--- src/rtl/seg7_pkg.sv ---
// Shared types and constants for the four-digit multiplexed seven-segment scanner.
// Segment patterns are active-low, ordered g..a on bits 6..0.
package seg7_pkg;

    localparam logic [6:0] SEG_OFF = 7'h7F;
    localparam logic [3:0] AN_OFF  = 4'hF;
    localparam logic       DP_OFF  = 1'b1;

    typedef logic [1:0] dig_idx_t;

    // Image shown on the display: four nibbles plus per-digit decimal point and blank
    typedef struct packed {
        logic [15:0] data;
        logic [3:0]  dp;
        logic [3:0]  blank;
    } disp_t;

    // Hex-to-segment table, entry 15 (F) first down to entry 0
    localparam logic [15:0][6:0] SEG_LUT = {
        7'h0E, 7'h06, 7'h21, 7'h46, 7'h03, 7'h08, 7'h10, 7'h00,
        7'h78, 7'h02, 7'h12, 7'h19, 7'h30, 7'h24, 7'h79, 7'h40
    };

endpackage

--- src/rtl/seg7_scan_ctrl_if.sv ---
// Display-update handshake: a write loads the shadow image, which goes live at the next frame boundary.
interface seg7_scan_ctrl_if;
    logic        wr_valid;
    logic        wr_ready;
    logic [15:0] wr_data;
    logic [3:0]  wr_dp;
    logic [3:0]  wr_blank;

    modport master (output wr_valid, wr_data, wr_dp, wr_blank, input wr_ready);
    modport slave  (input wr_valid, wr_data, wr_dp, wr_blank, output wr_ready);
endinterface

--- src/rtl/seg7_decode.sv ---
// Combinational hex nibble to active-low seven-segment pattern.
module seg7_decode
    import seg7_pkg::*;
(
    input  logic [3:0] nib,
    output logic [6:0] seg
);
    assign seg = SEG_LUT[nib];
endmodule

--- src/rtl/seg7_scan_ctrl.sv ---
// Four-digit multiplexed seven-segment scanner with per-slot guard blanking, PWM brightness
// and a frame-synchronous double-buffered update port.
module seg7_scan_ctrl
    import seg7_pkg::*;
#(
    parameter int SCAN_DIV = 50000,
    parameter int GUARD    = 64
) (
    input  logic                  clk,
    input  logic                  rst_n,
    input  logic                  ena,
    input  logic [3:0]            bright,
    seg7_scan_ctrl_if.slave       wr,
    output logic [6:0]            seg,
    output logic                  dp,
    output logic [3:0]            an,
    output logic                  frame_tick
);
    localparam int            PW        = $clog2(SCAN_DIV);
    localparam logic [PW-1:0] PRE_MAX   = PW'(SCAN_DIV - 1);
    localparam logic [PW-1:0] PRE_GUARD = PW'(GUARD);
    localparam logic [PW-1:0] PRE_ONE   = PW'(1);

    logic [PW-1:0] pre_q, pre_d;
    dig_idx_t      idx_q, idx_d;
    logic [3:0]    pwm_q, pwm_d;
    logic          pend_q, pend_d;
    disp_t         act_q, act_d;
    disp_t         shd_q, shd_d;
    logic [6:0]    seg_q, seg_d;
    logic          dp_q, dp_d;
    logic [3:0]    an_q, an_d;

    logic          wrap;
    logic          commit;
    logic          accept;
    logic [3:0]    nib;
    logic [6:0]    nib_seg;

    assign nib = act_q.data[{idx_q, 2'b00} +: 4];

    seg7_decode u_decode (
        .nib (nib),
        .seg (nib_seg)
    );

    always_comb begin
        wrap       = ena && (pre_q == PRE_MAX);
        commit     = wrap && (idx_q == 2'd3);
        accept     = wr.wr_valid && !pend_q;
        frame_tick = rst_n && commit;

        pre_d  = pre_q;
        idx_d  = idx_q;
        pwm_d  = pwm_q;
        pend_d = pend_q;
        act_d  = act_q;
        shd_d  = shd_q;

        if (ena) begin
            pwm_d = pwm_q + 4'd1;
            pre_d = wrap ? '0 : pre_q + PRE_ONE;
            if (wrap) idx_d = idx_q + 2'd1;
        end

        // Commit and accept are exclusive: accept needs pending clear, commit only acts when set
        if (commit && pend_q) begin
            act_d  = shd_q;
            pend_d = 1'b0;
        end
        if (accept) begin
            shd_d  = '{data: wr.wr_data, dp: wr.wr_dp, blank: wr.wr_blank};
            pend_d = 1'b1;
        end

        seg_d = nib_seg;
        dp_d  = ~act_q.dp[idx_q];
        an_d  = AN_OFF;
        if (ena && (pre_q >= PRE_GUARD) && (pwm_q <= bright) && !act_q.blank[idx_q])
            an_d = ~(4'b0001 << idx_q);
    end

    always_ff @(posedge clk) begin
        if (!rst_n) begin
            pre_q  <= '0;
            idx_q  <= '0;
            pwm_q  <= '0;
            pend_q <= 1'b0;
            act_q  <= '0;
            shd_q  <= '0;
            seg_q  <= SEG_OFF;
            dp_q   <= DP_OFF;
            an_q   <= AN_OFF;
        end else begin
            pre_q  <= pre_d;
            idx_q  <= idx_d;
            pwm_q  <= pwm_d;
            pend_q <= pend_d;
            act_q  <= act_d;
            shd_q  <= shd_d;
            seg_q  <= seg_d;
            dp_q   <= dp_d;
            an_q   <= an_d;
        end
    end

    assign wr.wr_ready = ~pend_q;
    assign seg         = seg_q;
    assign dp          = dp_q;
    assign an          = an_q;

endmodule

--- src/flat_wrapper.sv ---
// flat-port wrapper written by rule: the top's interface ports become plain ports
module seg7_scan_ctrl_flat import seg7_pkg::*;
#(
    parameter int SCAN_DIV = 50000,
    parameter int GUARD    = 64
)
  (clk, rst_n, ena, bright, seg, dp, an, frame_tick, wr_wr_valid, wr_wr_data, wr_wr_dp, wr_wr_blank, wr_wr_ready);
  seg7_scan_ctrl_if wr_i ();
  input  logic clk;
  input  logic rst_n;
  input  logic ena;
  input  logic [3:0] bright;
  output logic [6:0] seg;
  output logic dp;
  output logic [3:0] an;
  output logic frame_tick;
  input wire logic [$bits(wr_i.wr_valid)-1:0] wr_wr_valid;
  input wire logic [$bits(wr_i.wr_data)-1:0] wr_wr_data;
  input wire logic [$bits(wr_i.wr_dp)-1:0] wr_wr_dp;
  input wire logic [$bits(wr_i.wr_blank)-1:0] wr_wr_blank;
  output wire logic [$bits(wr_i.wr_ready)-1:0] wr_wr_ready;
  assign wr_i.wr_valid = wr_wr_valid;
  assign wr_i.wr_data = wr_wr_data;
  assign wr_i.wr_dp = wr_wr_dp;
  assign wr_i.wr_blank = wr_wr_blank;
  assign wr_wr_ready = wr_i.wr_ready;
  seg7_scan_ctrl #(.SCAN_DIV(SCAN_DIV), .GUARD(GUARD)) u_core (.clk(clk), .rst_n(rst_n), .ena(ena), .bright(bright), .wr(wr_i), .seg(seg), .dp(dp), .an(an), .frame_tick(frame_tick));
endmodule
--- config.mk ---
export PLATFORM = sky130hd
export DESIGN_NAME = seg7_scan_ctrl_flat
export DESIGN_NICKNAME = d
export VERILOG_FILES = /design/src/rtl/seg7_pkg.sv /design/src/rtl/seg7_scan_ctrl_if.sv /design/src/rtl/seg7_decode.sv /design/src/rtl/seg7_scan_ctrl.sv /design/src/flat_wrapper.sv
export SDC_FILE = /design/constraint.sdc
export NUM_CORES = 1
export LEC_CHECK = 0
export CAP_MARGIN = 20
export CORE_UTILIZATION = 45
export DETAILED_ROUTE_END_ITERATION = 8
export PLACE_DENSITY = 0.7
export SETUP_SLACK_MARGIN = 0.2
export SYNTH_ARGS = -nofsm -noshare
export SYNTH_HDL_FRONTEND = slang
export SYNTH_SLANG_ARGS = --single-unit
--- constraint.sdc ---
create_clock -name clk -period 2.75 [get_ports clk]
set_input_delay 0.275 -clock clk [delete_from_list [all_inputs] [get_ports clk]]
set_output_delay 0.275 -clock clk [all_outputs]
set_load 0.02 [all_outputs]
==> flow_summary.yaml <==
outcome:
  status: "finished clean"
floorplanning:
  num_io_pins: 46
  rows: 33
  die_area_um2: 8890
  fp.dieW_um: 94.3
  fp.dieH_um: 94.3
  start_util: 0.467
  core-area_um2: 8220
logic_synthesis:
  synthTopCellsByArea: "dfxtp_1 (43%), nand2_1 (11%), mux2i_1 (7.3%)"
  ys_seq_area_frac: 0.433
  syn_avg_cell_area_um2: 9.13
  synth_flop_cell: "dfxtp_1"
  synth_cell_types: 42
  yosysTopAreaCell: "dfxtp_1"
  syn_nets: 469
  syn-instance-count: 420
  yosys_warnings: 0
  yosys_register_bits: 83
  synthAdderAreaFrac: 0.0555
  muxShareOfSynthArea: 0.114
  synth_compound_area_frac: 0.0999
  synthDominantCellAreaShare: 0.433
  synth-edff-count: 0
  synth_area_um2: 3830
  synth_top_family_by_area: "simple AND/OR/NAND/NOR gates"
  synthSimpleGateAreaFrac: 0.209
  synth-xor-area-share: 0.0343
  async_flop_share: 0
layout:
  fin_area_um2: 4540
  fin_util: 0.552
  diodes: 0
  final_common_cell: "nand2_1"
  drive_gt1_frac: 0.0864
  layout.nets: 507
  final_cell_mix: "nand2_1 (113), dfxtp_1 (83), clkdlybuf4s50_1 (43), a21boi_0 (28), mux2i_1 (28)"
  syn_to_final_growth_pct: 18.3
detailed_routing:
  drc: 0
  wirelength_um: 7410
  post_drt_wl_per_cell_um: 13.0
  antenna_left: 0
  viasPerCell: 5.11
  drt-initial-drc-count: 150
  firstDrtPassIters: 4
  vias: 2903
clock_network:
  clkLatencyLatePin_ns: 0.35
  clkTransAtPathRegs_ns: 0.08
  cts_buffer_depth: 2
  cts.sinks: 83
  h-tree-depth: 3
  cts_tree: "built"
  cts_inserted_buffers: 9
  root_buffer: "clkbuf_8"
placed_design:
  port_buffers: 45
  post_dp_cell_area_um2: 4320
  dp_hpwl_um: 5050
  gp_congestion: 0.792
critical_path:
  crit_chain: "or4_4 > or4_4 > nor3_2 > buf_2"
  critPathBufInv: 1
  path_depth: 4
  r2r_slack_ns: 0.60
  crit_family: "simple AND/OR/NAND/NOR gates"
  critPathCaptureType: "primary output"
  cp-start-kind: "flip-flop"
  path_common_cell: "or4_4"
  crit_end: "frame_tick"
  rr_startpoint: "u_core.pre_q[1]"
  worst_r2r_endpoint: "u_core.act_q[20]"
  cp.required_ns: 2.48
  crit_fanout: 6
  crit_arrival_ns: 2.17
  cpPeakStageDelay_ns: 0.55
  critPathLaunch: "u_core.pre_q[10]"
  path_class: "reg -> out"
  r2r_cells: 6
  cp_slowest_cell: "or4_4"
global_route:
  first_global_vias: 2654
  antenna_found_initial: 0
  grt-ovfl-total: 0
  grt_pass1_wl_um: 12200
  grt_use_total: 0.178
  grt_max_degree: 93
timing:
  timing.final.crit_share: 0.889
  hold_viol_final: 0
  finalSetupViolCount: 0
  maxSlewViolCount: 0
  rsz0062_at_grt: "false"
  clock_skew_ns: 0.00912
  setup_tns_ns: 0
  tightest_slew_ns: 0.843
  fmaxAchievable_ghz: 0.409
  slew_headroom: 0.436
  hold_slack_ns: 0.330
  finalCriticalPeriod_ns: 2.45
pwr:
  peakVddDrop_uv: 278
  powerDensity_nw_per_um2: 514
  p_int_uw: 1810
  pwr-share-comb: 0.072
  finalPower_uw: 2330
  seq_power_share: 0.536
  swShare: 0.224
  power.leakage_uw: 0.00160
  switchingPower_uw: 523
  p_clk_frac: 0.392
worst_hold_path:
  min_path_type: "in -> reg"
run:
  max_cap_viol_count: 0
-- cell usage after synthesis, types with 3 or more instances --
library cell and instances:
xnor2_1 8, nand2_1 113, o211ai_1 8, ha_1 17, clkbuf_1 17, buf_2 3, nor4_1 3, o21ai_0 6
nor2_1 15, nand4_1 9, and4_1 3, dfxtp_1 83, nand2b_1 4, a21oi_1 4, and2_1 4, xor2_1 7
nor3_1 5, mux2i_1 28, nand3_1 8, mux4_2 6, inv_1 13, a21boi_0 28
-- through the flow --
stage	setup slack, ns	std cells
6_report	0.305	568
5_1_grt	0.205	568
4_1_cts	0.258	568
3_5_place_dp	0.138	552
3_3_place_gp	0.151	552
2_1_floorplan	0.547	420
-- timing repair --
action,CTS,global route
resized for setup,5,1
buffers inserted,0,0
setup endpoints to repair,1,1
hold buffers,0,0
-- power groups by stage --
| stage | registers, uW | logic [uW] | clock network [uW] |
|---|---|---|---|
| 4_1_cts | 1250 | 169 | 933 |
| 3_5_place_dp | 1280 | 168 | 0 |
| 2_1_floorplan | 1280 | 89.3 | 0 |
| 3_3_place_gp | 1280 | 166 | 0 |
| 6_report | 1250 | 168 | 913 |
| 5_1_grt | 1250 | 188 | 990 |
-- cell families (layout without fill, tap and decap cells) --
| logic type | Yosys count | in the layout |
|---|---|---|
| DFF | 83 | 83 |
| AOI/OAI and AO/OA | 53 | 53 |
| muxes | 36 | 36 |
| adders and majority gates | 17 | 17 |
| and+or+nand+nor | 177 | 177 |
| buffers and inverters | 39 | 82 |
| xor gates and xnor gates | 15 | 15 |
-- layout make-up --
class,instances,area (um^2)
clock buffer,12,165
clock inverter,4,47.5
multi-input combinational,298,1970
sequential,83,1660
tap,105,131
inverter,13,48.8
fill,759,3680
timing repair buffer,53,513
-- routing by layer --
layer  vias up  wire length, um  global-route usage
li1       1499                -                   -
met1      1339             3590               0.227
met2        57             3440               0.290
met3         8              271              0.0356
met4         0              110              0.0808
met5         -                0                   0
-- flip-flops by register name, summed over array words and instances (netlist names) --
| register | flops |
|---|---|
| u_core.act_q | 24 |
| u_core.an | 4 |
| u_core.dp | 1 |
| u_core.idx_q | 2 |
| u_core.pend_q | 1 |
| u_core.pre_q | 16 |
| u_core.pwm_q | 4 |
| u_core.seg | 7 |
| u_core.shd_q | 24 |
-- tightest hold or removal path, delay by kind of cell --
| family | cells | cell delay (ns) |
|---|---|---|
| compound gates | 1 | 0.10 |
| buf+inv | 1 | 0.12 |
| simple gates | 2 | 0.15 |
-- worst min-delay path by stage --
stage	startpoint	to	slack, ns	cells past startpoint
floorplan	rst_n	u_core.pre_q[13]	0.42	2
global placement	u_core.act_q[6]	u_core.act_q[6]	0.44	2
detailed placement	u_core.act_q[6]	u_core.act_q[6]	0.45	2
CTS	rst_n	u_core.an[3]	0.31	4
global route	rst_n	u_core.an[2]	0.32	4
finish	rst_n	u_core.an[3]	0.33	4
No activity file was read; power rests on OpenSTA's default activity.
